$ cat src/rtl/de_shift_reader.sv
// Parallel-load, bit-serial read-out register with a valid/ready serial port.
// One edge load latency; ser_valid is held and the word frozen while ser_ready is low.
module de_shift_reader #(
  parameter int WIDTH     = 8,
  parameter bit MSB_FIRST = 1'b1
) (
  input  logic             clk,
  input  logic             reset,
  input  logic [WIDTH-1:0] D,
  input  logic             E,
  input  logic             ser_ready,
  output logic             ser_out,
  output logic             ser_valid,
  output logic             busy,
  output logic             done
);

  localparam int CW = $clog2(WIDTH + 1);

  typedef enum logic [1:0] {
    IDLE  = 2'd0,
    SHIFT = 2'd1,
    DONE  = 2'd2
  } state_t;

  state_t           state;
  logic [WIDTH-1:0] shreg;
  logic [CW-1:0]    count;
  logic [WIDTH-1:0] shreg_next;
  logic             xfer;

  // The head flop sits at the end the bits leave from; vacated bits fill with 0.
  always_comb begin
    shreg_next = '0;
    if (MSB_FIRST) begin
      shreg_next = {shreg[WIDTH-2:0], 1'b0};
    end else begin
      shreg_next = {1'b0, shreg[WIDTH-1:1]};
    end
  end

  assign ser_out = MSB_FIRST ? shreg[WIDTH-1] : shreg[0];
  assign xfer    = ser_valid & ser_ready;

  always_ff @(posedge clk or negedge reset) begin
    if (!reset) begin
      state     <= IDLE;
      shreg     <= '0;
      count     <= '0;
      ser_valid <= 1'b0;
      busy      <= 1'b0;
      done      <= 1'b0;
    end else begin
      case (state)
        IDLE: begin
          done <= 1'b0;
          if (E) begin
            shreg     <= D;
            count     <= CW'(WIDTH);
            ser_valid <= 1'b1;
            busy      <= 1'b1;
            state     <= SHIFT;
          end
        end
        SHIFT: begin
          // Loads are ignored here so the word in flight cannot be disturbed.
          if (xfer) begin
            if (count == CW'(1)) begin
              shreg     <= '0;
              count     <= '0;
              ser_valid <= 1'b0;
              busy      <= 1'b0;
              done      <= 1'b1;
              state     <= DONE;
            end else begin
              shreg <= shreg_next;
              count <= count - CW'(1);
            end
          end
        end
        DONE: begin
          done  <= 1'b0;
          state <= IDLE;
        end
        default: begin
          shreg     <= '0;
          count     <= '0;
          ser_valid <= 1'b0;
          busy      <= 1'b0;
          done      <= 1'b0;
          state     <= IDLE;
        end
      endcase
    end
  end

endmodule

$ cat config.mk
export PLATFORM = sky130hd
export DESIGN_NAME = de_shift_reader
export DESIGN_NICKNAME = d
export VERILOG_FILES = /design/src/rtl/de_shift_reader.sv
export SDC_FILE = /design/constraint.sdc
export NUM_CORES = 1
export LEC_CHECK = 0
export ABC_AREA = 0
export CAP_MARGIN = 25
export CORE_MARGIN = 2
export CORE_UTILIZATION = 30
export CTS_BUF_LIST = sky130_fd_sc_hd__clkbuf_2
export DETAILED_ROUTE_END_ITERATION = 16
export DONT_BUFFER_PORTS = 1
export SKIP_CTS_REPAIR_TIMING = 1
export SLEW_MARGIN = 20
export SYNTH_ARGS = -nofsm -noshare
export SYNTH_HDL_FRONTEND = slang
export SYNTH_SLANG_ARGS = --single-unit
$ cat constraint.sdc
create_clock -name clk -period 1.7 [get_ports clk]
set_input_delay 0.085 -clock clk [delete_from_list [all_inputs] [get_ports clk]]
set_output_delay 0.085 -clock clk [all_outputs]
set_load 0.01 [all_outputs]
==> metrics.txt <==
status completed; CORE AREA 2522 µm²; mean post-synth cell area 10.81 µm²; CTS root buffer clkbuf_2; Crit path buffers/inverters 0; ant diodes 0; Max Cap Viol 0; DR vias/cell approximately 5.2; Net Count, Synth 89; part of the Yosys area used for sequential elements 49.38%; initial drt markers 6; total number of vias 590; Routed Antenna Nets 0; Synth top area share between 40% and 50%; # rows 18; number of synthesized flops with an enable pin 0; area of the multi-input gates approximately 380 µm²; cell family with most CP delay compound AO/OA/AOI/OAI gates; fraction of registers with async set/reset 100.0%; fin crit share 87.14%; CP Launch Point state[0]; Leakage 0.4255 nW; CP required between 1.5 and 2 ns; power density over cell area 1442 nW/µm²; synthesized instance count 75; vias in the first global route between 500 and 600; flip-flop and latch area 400.4 µm²; H-tree Lvls 1; # clock sinks 16; relative slew slack 50.64%; synthesized flop and latch total 16; unrepaired setup endpoints after global routing false; Filler cells 269; Most used DFF post-synth dfrtp_1; global-route wire length before repair 2.753 mm; Mapped Area 810.8 µm²; arrival time worst endpoint 1.67 ns; GRT overflow 0; most frequent cell after synthesis dfrtp_1; die width roughly 56 µm; worst-path fanout max 16; worst hold path class in2reg; Post-synth top cells dfrtp_1 (16), a22o_1 (14), nand2_1 (7), nor2_1 (7); Peak VDD IR 0.6850 mV; largest area contributor in the netlist dfrtp_1; Final Wtd Congestion around 0.72; Worst setup EP type flop; WS Path Type reg2reg; final setup violating endpoints 0; boundary pin count 16; TritonCTS buffer count 3; Wirelength per Cell 13.91 µm; largest net degree at the start of global routing 17; Yosys cell types 24; port bufs 0; CTS max path bufs 2; Hold Crit Start D[3]; Final Skew around 0.02 ns; layout cells sized above 1 14.29%; total track usage 11.23%; Syn. warnings 0; area grow syn2layout 12.04%; # DRC 0; Max Fclk 0.6750 GHz; Crit-path slowest cell dfrtp_1; setup TNS 0 ns; later-pin clock latency in the skew report 0.29 ns; Initial Utilization 32.14%; dpl hpwl ~1.2 mm; Clock transition at path regs 0.17 ns; Area contributors post-synth dfrtp_1 (49%), a22o_1 (15%), nand2_1 (3.2%); initial antenna violation count 0; r2r startpoint state[0]; final core utilization a little over a third; die area 3134 µm²; slowest stage delay, CP roughly 0.57 ns; Slew Viols, Final 0; CTS tree done; endpoints failing hold 0; DRT Pass-1 Iters 4; final WL 1.586 mm; Slew @ Worst Pin 0.7379 ns; # nets final 99; total power 1.310 mW; Die H ~56 µm; fin crit period 1.481 ns; crit path launch type flop; crit path cell chain nand2b_4 -> o22ai_4 -> nor3_1 -> a21o_1
kinds of logic (layout without fill, tap and decap cells):
group	Yosys count	after routing	synth area share, %
buffers and inverters	6	15	4.166
adder cells (fa/ha/maj)	2	2	3.086
flip-flops	16	16	49.38
AO/OA/AOI/OAI	29	29	30.09
AND/OR/NAND/NOR	22	22	13.27
metrics by stage:
stage,setup WS (ns),instances,hold WS (ns),instance area (µm²)
2_1_floorplan,0.4217,75,-0.2106,810.8
3_3_place_gp,0.2584,107,-0.2101,859.6
3_5_place_dp,0.2432,107,-0.2101,859.6
6_report,0.2186,114,0.02333,908.4
4_1_cts,0.2215,111,-0.5514,878.3
5_1_grt,0.08968,114,0.007139,908.4
final timing paths:
kind | endpoint | slack (ns) | cells past startpoint
max | count[0] | 0.22 | 4
min | shreg[3] | 0.02 | 2
max reg2reg | count[0] | 0.22 | 4
min reg2reg | shreg[0] | 0.52 | 2
max in group asynchronous | shreg[1] | 0.95 | 1
min in group asynchronous | busy | 0.27 | 1
sequential cells by signal (all words and copies together), names as in the netlist:
name and cells:
shreg 8, busy 1, state 2, count 4, done 1
cell usage in the layout (no fill, tap or decap):
cell type      count
ha_1               2
o21ai_0            1
nand2_1            7
or3_1              1
dfrtp_1           16
nand2b_1           1
a21o_1             2
inv_1              4
o31ai_1            2
clkbuf_2           3
a21oi_2            2
and2_1             2
nor2_1             7
o211ai_1           1
o22ai_4            1
o21ai_1            4
nand2b_4           1
nor3_1             1
nor2b_1            1
clkinv_1           1
a22o_1            14
a21oi_1            1
dlygate4sd3_1      3
buf_4              4
o41ai_2            1
nand3_1            1
where the power goes:
group	internal [mW]	switching, mW	total, mW
Clock	0.0511	0.123	0.174
Combinational	0.261	0.258	0.519
Sequential	0.511	0.106	0.617
Total	0.823	0.487	1.31
final cells by class:
cell class / instances / area share [%]
flip-flops and latches: 16 / 44.08
repair buffers: 7 / 6.612
clock inverters: 1 / 0.4132
clock buffers: 3 / 1.653
multi-input cells: 53 / 41.46
well taps: 30 / 4.132
inverters: 4 / 1.653
per-layer routing:
layer,up-vias,track usage (%),routed length (µm)
met4,0,2.041,0
met1,285,14.93,777
met5,-,0,0
met3,0,3.953,81
met2,13,17.82,727
li1,292,-,-
(Power assumes the default switching activity.)
